==> config.mk <==
export PLATFORM = sky130hd
export DESIGN_NAME = id_ex_pipe_flat
export DESIGN_NICKNAME = d
export VERILOG_FILES = /design/src/rtl/id_ex_pipe_if.sv /design/src/rtl/id_ex_pipe.sv /design/src/flat_wrapper.sv
export SDC_FILE = /design/constraint.sdc
export NUM_CORES = 1
export LEC_CHECK = 0
export ABC_AREA = 1
export CAP_MARGIN = 15
export CORE_MARGIN = 5
export CORE_UTILIZATION = 44
export CTS_BUF_LIST = sky130_fd_sc_hd__clkbuf_8
export CTS_CLUSTER_SIZE = 16
export DETAILED_ROUTE_END_ITERATION = 8
export GPL_TIMING_DRIVEN = 0
export PLACE_DENSITY = 0.83
export REMOVE_ABC_BUFFERS = 1
export SYNTH_ARGS = -nofsm -noshare
export SYNTH_HDL_FRONTEND = slang
export SYNTH_SLANG_ARGS = --single-unit
==> constraint.sdc <==
create_clock -name clk -period 6.9 [get_ports clk]
set_input_delay 1.38 -clock clk [delete_from_list [all_inputs] [get_ports clk]]
set_output_delay 1.38 -clock clk [all_outputs]
set_load 0.01 [all_outputs]
==> src/rtl/id_ex_pipe_if.sv <==
// rtl/id_ex_pipe_if.sv - ID/EX pipeline register bundle: decode-side inputs, EX-stage copies, hazard status
interface id_ex_pipe_if #(
    parameter int n = 32
);
    logic          flush;
    logic          id_valid;
    logic [n-1:0]  id_pc;
    logic [n-1:0]  id_rd1;
    logic [n-1:0]  id_rd2;
    logic [n-1:0]  id_imm;
    logic [4:0]    id_rs1;
    logic [4:0]    id_rs2;
    logic [4:0]    id_rd;
    logic [7:0]    id_ctrl;

    logic          ex_valid;
    logic [n-1:0]  ex_pc;
    logic [n-1:0]  ex_rd1;
    logic [n-1:0]  ex_rd2;
    logic [n-1:0]  ex_imm;
    logic [4:0]    ex_rs1;
    logic [4:0]    ex_rs2;
    logic [4:0]    ex_rd;
    logic [7:0]    ex_ctrl;

    logic          stall;
    logic [15:0]   stall_cnt;
    logic [15:0]   flush_cnt;

    modport master (
        output flush, id_valid, id_pc, id_rd1, id_rd2, id_imm,
               id_rs1, id_rs2, id_rd, id_ctrl,
        input  ex_valid, ex_pc, ex_rd1, ex_rd2, ex_imm,
               ex_rs1, ex_rs2, ex_rd, ex_ctrl,
               stall, stall_cnt, flush_cnt
    );

    modport slave (
        input  flush, id_valid, id_pc, id_rd1, id_rd2, id_imm,
               id_rs1, id_rs2, id_rd, id_ctrl,
        output ex_valid, ex_pc, ex_rd1, ex_rd2, ex_imm,
               ex_rs1, ex_rs2, ex_rd, ex_ctrl,
               stall, stall_cnt, flush_cnt
    );
endinterface

==> src/rtl/id_ex_pipe.sv <==
// rtl/id_ex_pipe.sv - ID/EX pipeline register with load-use stall, flush squash and saturating event counters
module id_ex_pipe #(
    parameter int n = 32
) (
    input  logic         clk,
    input  logic         rst,
    id_ex_pipe_if.slave  bus
);
    localparam int CTRL_MEMREAD = 6;
    localparam logic [15:0] CNT_MAX = 16'hFFFF;

    logic          ex_valid_q;
    logic [n-1:0]  ex_pc_q;
    logic [n-1:0]  ex_rd1_q;
    logic [n-1:0]  ex_rd2_q;
    logic [n-1:0]  ex_imm_q;
    logic [4:0]    ex_rs1_q;
    logic [4:0]    ex_rs2_q;
    logic [4:0]    ex_rd_q;
    logic [7:0]    ex_ctrl_q;
    logic [15:0]   stall_cnt_q;
    logic [15:0]   flush_cnt_q;

    logic          hazard;
    logic          stall;

    // x0 is never written, so a load targeting it cannot create a dependency
    always_comb begin
        hazard = ex_valid_q & ex_ctrl_q[CTRL_MEMREAD] & (ex_rd_q != 5'd0) & bus.id_valid &
                 ((ex_rd_q == bus.id_rs1) | (ex_rd_q == bus.id_rs2));
        stall  = hazard & ~bus.flush;
    end

    // Flush and stall both squash only valid/ctrl; the data fields keep their old contents
    always_ff @(posedge clk or posedge rst) begin
        if (rst) begin
            ex_valid_q <= 1'b0;
            ex_pc_q    <= '0;
            ex_rd1_q   <= '0;
            ex_rd2_q   <= '0;
            ex_imm_q   <= '0;
            ex_rs1_q   <= '0;
            ex_rs2_q   <= '0;
            ex_rd_q    <= '0;
            ex_ctrl_q  <= '0;
        end else if (bus.flush || stall) begin
            ex_valid_q <= 1'b0;
            ex_ctrl_q  <= '0;
        end else begin
            ex_valid_q <= bus.id_valid;
            ex_pc_q    <= bus.id_pc;
            ex_rd1_q   <= bus.id_rd1;
            ex_rd2_q   <= bus.id_rd2;
            ex_imm_q   <= bus.id_imm;
            ex_rs1_q   <= bus.id_rs1;
            ex_rs2_q   <= bus.id_rs2;
            ex_rd_q    <= bus.id_rd;
            ex_ctrl_q  <= bus.id_valid ? bus.id_ctrl : 8'h00;
        end
    end

    always_ff @(posedge clk or posedge rst) begin
        if (rst) begin
            stall_cnt_q <= '0;
            flush_cnt_q <= '0;
        end else begin
            if (stall && (stall_cnt_q != CNT_MAX))
                stall_cnt_q <= stall_cnt_q + 16'd1;
            if (bus.flush && (flush_cnt_q != CNT_MAX))
                flush_cnt_q <= flush_cnt_q + 16'd1;
        end
    end

    assign bus.ex_valid  = ex_valid_q;
    assign bus.ex_pc     = ex_pc_q;
    assign bus.ex_rd1    = ex_rd1_q;
    assign bus.ex_rd2    = ex_rd2_q;
    assign bus.ex_imm    = ex_imm_q;
    assign bus.ex_rs1    = ex_rs1_q;
    assign bus.ex_rs2    = ex_rs2_q;
    assign bus.ex_rd     = ex_rd_q;
    assign bus.ex_ctrl   = ex_ctrl_q;
    assign bus.stall     = stall;
    assign bus.stall_cnt = stall_cnt_q;
    assign bus.flush_cnt = flush_cnt_q;
endmodule

==> src/flat_wrapper.sv <==
// flat-port wrapper written by rule: the top's interface ports become plain ports
module id_ex_pipe_flat 
#(
    parameter int n = 32
)
  (clk, rst, bus_flush, bus_id_valid, bus_id_pc, bus_id_rd1, bus_id_rd2, bus_id_imm, bus_id_rs1, bus_id_rs2, bus_id_rd, bus_id_ctrl, bus_ex_valid, bus_ex_pc, bus_ex_rd1, bus_ex_rd2, bus_ex_imm, bus_ex_rs1, bus_ex_rs2, bus_ex_rd, bus_ex_ctrl, bus_stall, bus_stall_cnt, bus_flush_cnt);
  id_ex_pipe_if #(.n(n)) bus_i ();
  input  logic clk;
  input  logic rst;
  input wire logic [$bits(bus_i.flush)-1:0] bus_flush;
  input wire logic [$bits(bus_i.id_valid)-1:0] bus_id_valid;
  input wire logic [$bits(bus_i.id_pc)-1:0] bus_id_pc;
  input wire logic [$bits(bus_i.id_rd1)-1:0] bus_id_rd1;
  input wire logic [$bits(bus_i.id_rd2)-1:0] bus_id_rd2;
  input wire logic [$bits(bus_i.id_imm)-1:0] bus_id_imm;
  input wire logic [$bits(bus_i.id_rs1)-1:0] bus_id_rs1;
  input wire logic [$bits(bus_i.id_rs2)-1:0] bus_id_rs2;
  input wire logic [$bits(bus_i.id_rd)-1:0] bus_id_rd;
  input wire logic [$bits(bus_i.id_ctrl)-1:0] bus_id_ctrl;
  output wire logic [$bits(bus_i.ex_valid)-1:0] bus_ex_valid;
  output wire logic [$bits(bus_i.ex_pc)-1:0] bus_ex_pc;
  output wire logic [$bits(bus_i.ex_rd1)-1:0] bus_ex_rd1;
  output wire logic [$bits(bus_i.ex_rd2)-1:0] bus_ex_rd2;
  output wire logic [$bits(bus_i.ex_imm)-1:0] bus_ex_imm;
  output wire logic [$bits(bus_i.ex_rs1)-1:0] bus_ex_rs1;
  output wire logic [$bits(bus_i.ex_rs2)-1:0] bus_ex_rs2;
  output wire logic [$bits(bus_i.ex_rd)-1:0] bus_ex_rd;
  output wire logic [$bits(bus_i.ex_ctrl)-1:0] bus_ex_ctrl;
  output wire logic [$bits(bus_i.stall)-1:0] bus_stall;
  output wire logic [$bits(bus_i.stall_cnt)-1:0] bus_stall_cnt;
  output wire logic [$bits(bus_i.flush_cnt)-1:0] bus_flush_cnt;
  assign bus_i.flush = bus_flush;
  assign bus_i.id_valid = bus_id_valid;
  assign bus_i.id_pc = bus_id_pc;
  assign bus_i.id_rd1 = bus_id_rd1;
  assign bus_i.id_rd2 = bus_id_rd2;
  assign bus_i.id_imm = bus_id_imm;
  assign bus_i.id_rs1 = bus_id_rs1;
  assign bus_i.id_rs2 = bus_id_rs2;
  assign bus_i.id_rd = bus_id_rd;
  assign bus_i.id_ctrl = bus_id_ctrl;
  assign bus_ex_valid = bus_i.ex_valid;
  assign bus_ex_pc = bus_i.ex_pc;
  assign bus_ex_rd1 = bus_i.ex_rd1;
  assign bus_ex_rd2 = bus_i.ex_rd2;
  assign bus_ex_imm = bus_i.ex_imm;
  assign bus_ex_rs1 = bus_i.ex_rs1;
  assign bus_ex_rs2 = bus_i.ex_rs2;
  assign bus_ex_rd = bus_i.ex_rd;
  assign bus_ex_ctrl = bus_i.ex_ctrl;
  assign bus_stall = bus_i.stall;
  assign bus_stall_cnt = bus_i.stall_cnt;
  assign bus_flush_cnt = bus_i.flush_cnt;
  id_ex_pipe #(.n(n)) u_core (.clk(clk), .rst(rst), .bus(bus_i));
endmodule
==> Word-level counts from Yosys, hierarchy flattened <==
Index checks and enable logic that the tools add are counted.
{ "classes": {"n_mux": 3, "addsub": 2, "n_eq_ne": 4, "n_bitwise": 7, "reduce_logical": 4} }
{ "ops": {"columns": ["cell", "n"], "rows": [
  ["adder 16 x 1 -> 16 bit (second input constant)", 2],
  ["inequality test 16 bit (second input constant)", 2],
  ["two-way mux 8 bit", 2],
  ["equality test 5 bit", 2],
  ["bitwise AND 1 bit", 5],
  ["nonzero test 5 bit", 1],
  ["logical AND 1 bit", 2],
  ["logical OR 1 bit", 1],
  ["two-way mux 1 bit", 1],
  ["NOT 1 bit", 1],
  ["bitwise OR 1 bit", 1]
]} }
{ "totals": {"register_bits": 184, "output_inout_bits": 185} }

==> Depth between registers and ports, before layout <==
{ "depth": {"ltp_word": 7, "ltp_mapped": 12, "mapped_depth_nobuf": 10} }

==> Least setup slack after synthesis <==
OpenSTA, ideal clock, no wires.
{ "synth_timing": {"kind": "in2out", "start": "input bus_id_valid", "end": "output bus_stall", "stages": 7, "t_arrival_ns": 2.102, "setup_slack_ns": 3.418, "cell_sequence": "buf_2 > inv_1 > nor2_1 > o21ai_0 > inv_1 > nand3_1 > inv_1"} }
{ "synth_between": {"elab_chain_cells": 3} }
{ "synth_lines": {"columns": ["item", "line", "text"], "rows": [
  ["from (decl)", "flat_wrapper.sv:11", "input wire logic [$bits(bus_i.id_valid)-1:0] bus_id_valid;"],
  ["bitwise AND 1 bit (2 in series)", "id_ex_pipe.sv:29", "hazard = ex_valid_q & ex_ctrl_q[CTRL_MEMREAD] & (ex_rd_q != 5'd0) & bus.id_valid &"],
  ["bitwise AND 1 bit", "id_ex_pipe.sv:31", "stall = hazard & ~bus.flush;"],
  ["to (decl)", "flat_wrapper.sv:29", "output wire logic [$bits(bus_i.stall)-1:0] bus_stall;"]
]} }
Every way passes these cells.

==> Worst setup path after layout <==
Ends and elaborated chain as after synthesis.

==> results.toml <==
[die]
fp.dieH_um = 144
core.rowCount = 49
dieArea_um2 = 20900
ios = 340
initial_core_util_pct = 44.5
die_x_um = 144
core-area_um2 = 17900

[power_and_ir_drop]
vdd_ir_drop_max_v = 0.000172
leakage_nw = 5.68
power_density_nw_per_um2 = 211
power_w = 0.00249

[timing]
slew_headroom_pct = 38.5
tightest_slew_ns = 0.922
setup_tns_ns = 0
fin_skew_ns = 0.0158
post-route-period-util_pct = 69.4
finalMaxSlewViolations = 0
setup_violations = 0
hold_violations = 0
rsz0062_at_grt = "no"
clock.fmax_mhz = 209
period_minus_slack_ns = 4.79

[global_routing]
gr-usage-all-layers_pct = 23.2
grt_pass1_wl_um = 38000
antenna_found_initial = 0
grt.overflow.total = 0
grt_max_degree = 138
grt_pass1_vias = 7192

[cts]
cts_sinks = 184
root_buffer = "clkbuf_8"
post_cts_buffers = 0
clk_latency_ns = 0.46
clkTransAtPathRegs_ns = 0.09
cts_htree_levels = 4
ctsHoldBuffers = 0
cts_tree = "yes"
cts_buffers = 17
cts_resized = 0
clockBufferDepth = 2

[drt]
vias = 7331
drtAntennaViolNets = 0
avgViaCountPerCell = 4.95
initialDrtViolationCount = 471
drt_drc_violations_left = 0
wirelength_um = 24400
wl_per_cell_um = 16.4
first_pass_iters = 5

[logic_synthesis]
ys_seq_area_share_pct = 57.9
synthSimpleGateAreaFrac_pct = 32.4
synth_top_area_share_pct = 57.9
synth_warnings = 0
ys_ff_latch = 184
synth.largest_area_cell = "dfrtp_1"
syn_avg_cell_area_um2 = 8.56
post-synth-top-count-cell = "nand2_1"
synth_mux_area_share_pct = 0
synth_ff_type = "dfrtp_1"
synth_cells = 930
ys_top_cells_by_count = "nand2_1 (402), dfrtp_1 (184), nand3_1 (153)"
async_reset_ff_share_pct = 100
yosys.area_share.adder_pct = 0.314
netlist_area_um2 = 7960
synth_top_family_by_area = "simple AND/OR/NAND/NOR gates"
ys_types = 22
synthTopCellsByArea = "dfrtp_1 (58%), nand2_1 (19%), nand3_1 (9.6%)"
synth_compound_area_share_pct = 0.817
synth_edf_count = 0
synth_xor_area_share_pct = 3.19

[placed_design]
hpwlAfterDp_um = 17200
gp_congestion = 0.877
numPortBuffers = 339

[final_layout]
regArea_um2 = 4600
n_fill_cell = 1473
drive_gt1_share_pct = 3.59
multiInputGateArea_um2 = 2950
fin_nets = 1397
area_delta_synth_final_pct = 48.3
n_antenna_cell = 0

[worst_setup_path]
start_kind = "primary input"
path_cells = "clkdlybuf4s50_1 > inv_1 > nor2_1 > o21ai_0 > inv_1 > nand3_1 > inv_1 > clkdlybuf4s50_1"
crit_path_end_kind = "primary output"
cpMaxStageDelayCell = "clkdlybuf4s50_1"
critPathKind = "primary input to primary output"
critical_path_required_ns = 5.52
crit_buf_inv = 5
cp_common_cell = "inv_1"
path_max_fanout = 9
max_stage_delay_ns = 0.63
crit_family = "buffers and inverters"
worstPathArrival_ns = 3.41

[flow_run]
cap_violations = 0

[hold_path]
hp-class = "flip-flop to flip-flop"

[status]
outcome = "completed"
==> tightest hold or removal path, stage by stage, from the launching register on <==
cell     delay [ns]
dfrtp_1        0.35
nand2_1        0.05
nand2_1        0.04
==> worst paths after layout <==
check                                                  start                                 to  slack [ns]  depth (start not counted)
setup reg to reg             u_core.bus.ex_rd[0]$_DFFE_PP0N_   u_core.bus.ex_pc[14]$_DFFE_PP0N_        4.19                         11
setup / recovery                                bus_id_valid                          bus_stall        2.11                          8
min in group asynchronous                                rst  u_core.bus.ex_rd2[21]$_DFFE_PP0N_        1.42                          2
max in group asynchronous                                rst   u_core.bus.ex_rd1[3]$_DFFE_PP0N_        4.54                          3
hold reg to reg            u_core.bus.ex_rd2[12]$_DFFE_PP0N_  u_core.bus.ex_rd2[12]$_DFFE_PP0N_        0.48                          2
hold / removal             u_core.bus.ex_rd2[12]$_DFFE_PP0N_  u_core.bus.ex_rd2[12]$_DFFE_PP0N_        0.48                          2
==> power breakdown <==
part / switching [W] / internal (W)
registers: 0.0000770 / 0.00117
logic: 0.000246 / 0.000305
clock network: 0.000411 / 0.000273
==> routing by layer <==
| metal | global-route usage [%] | vias up | share of wire (%) |
|---|---|---|---|
| met1 | 27.4 | 3460 | 38 |
| met4 | 8.44 | 0 | 2.9 |
| met3 | 7.57 | 47 | 9.1 |
| met5 | 0 | - | 0 |
| met2 | 39.5 | 274 | 49 |
| li1 | - | 3550 | - |
==> per-stage QoR <==
| stage | utilization [%] | instances | cell area [um^2] | worst slack, ns | hold WS, ns |
|---|---|---|---|---|---|
| after global placement | 63.3 | 1447 | 11300 | -2.49 | 0.452 |
| final | 65.9 | 1482 | 11800 | 2.11 | 0.476 |
| after detailed placement | 63.9 | 1450 | 11400 | 2.11 | 0.457 |
| after global routing | 65.9 | 1482 | 11800 | 1.99 | 0.495 |
| after floorplan | - | 879 | 7640 | 0.520 | 0.509 |
| after CTS | 65.9 | 1482 | 11800 | 2.10 | 0.480 |
==> cell families (layout without fill, tap and decap cells) <==
kind of cell               after synthesis  after routing
and+or+nand+nor                        619            619
adders and majority gates                2              2
AOI/OAI and AO/OA                       13             13
xor gates and xnor gates                29             29
DFF                                    184            184
buffers and inverters                   83            406
==> state kept, by name, summed over array words and instances (netlist names) <==
| signal | cells |
|---|---|
| u_core.bus.ex_ctrl | 8 |
| u_core.bus.ex_imm | 32 |
| u_core.bus.ex_pc | 32 |
| u_core.bus.ex_rd | 5 |
| u_core.bus.ex_rd1 | 32 |
| u_core.bus.ex_rd2 | 32 |
| u_core.bus.ex_rs1 | 5 |
| u_core.bus.ex_rs2 | 5 |
| u_core.bus.ex_valid | 1 |
| u_core.bus.flush_cnt | 16 |
| u_core.bus.stall_cnt | 16 |
==> layout by cell type (no fill, tap or decap), types with 4 or more instances in the layout <==
cell,instances
inv_2,4
nor2_1,41
clkdlybuf4s50_1,339
nor3_1,9
o21ai_0,13
inv_1,28
clkinv_4,4
dfrtp_1,184
clkbuf_8,19
nand4_1,6
nand3_1,153
xnor2_1,9
xor2_1,20
nand2_1,402
==> area by class of cell <==
| cell class | instances | area share (%) |
|---|---|---|
| inverter | 32 | 1.10 |
| multi-input combinational | 663 | 25.0 |
| sequential | 184 | 39.0 |
| clock buffer | 19 | 2.22 |
| timing repair buffer | 342 | 29.4 |
| clock inverter | 13 | 0.827 |
| tap | 229 | 2.43 |
(Power assumes the default switching activity.)
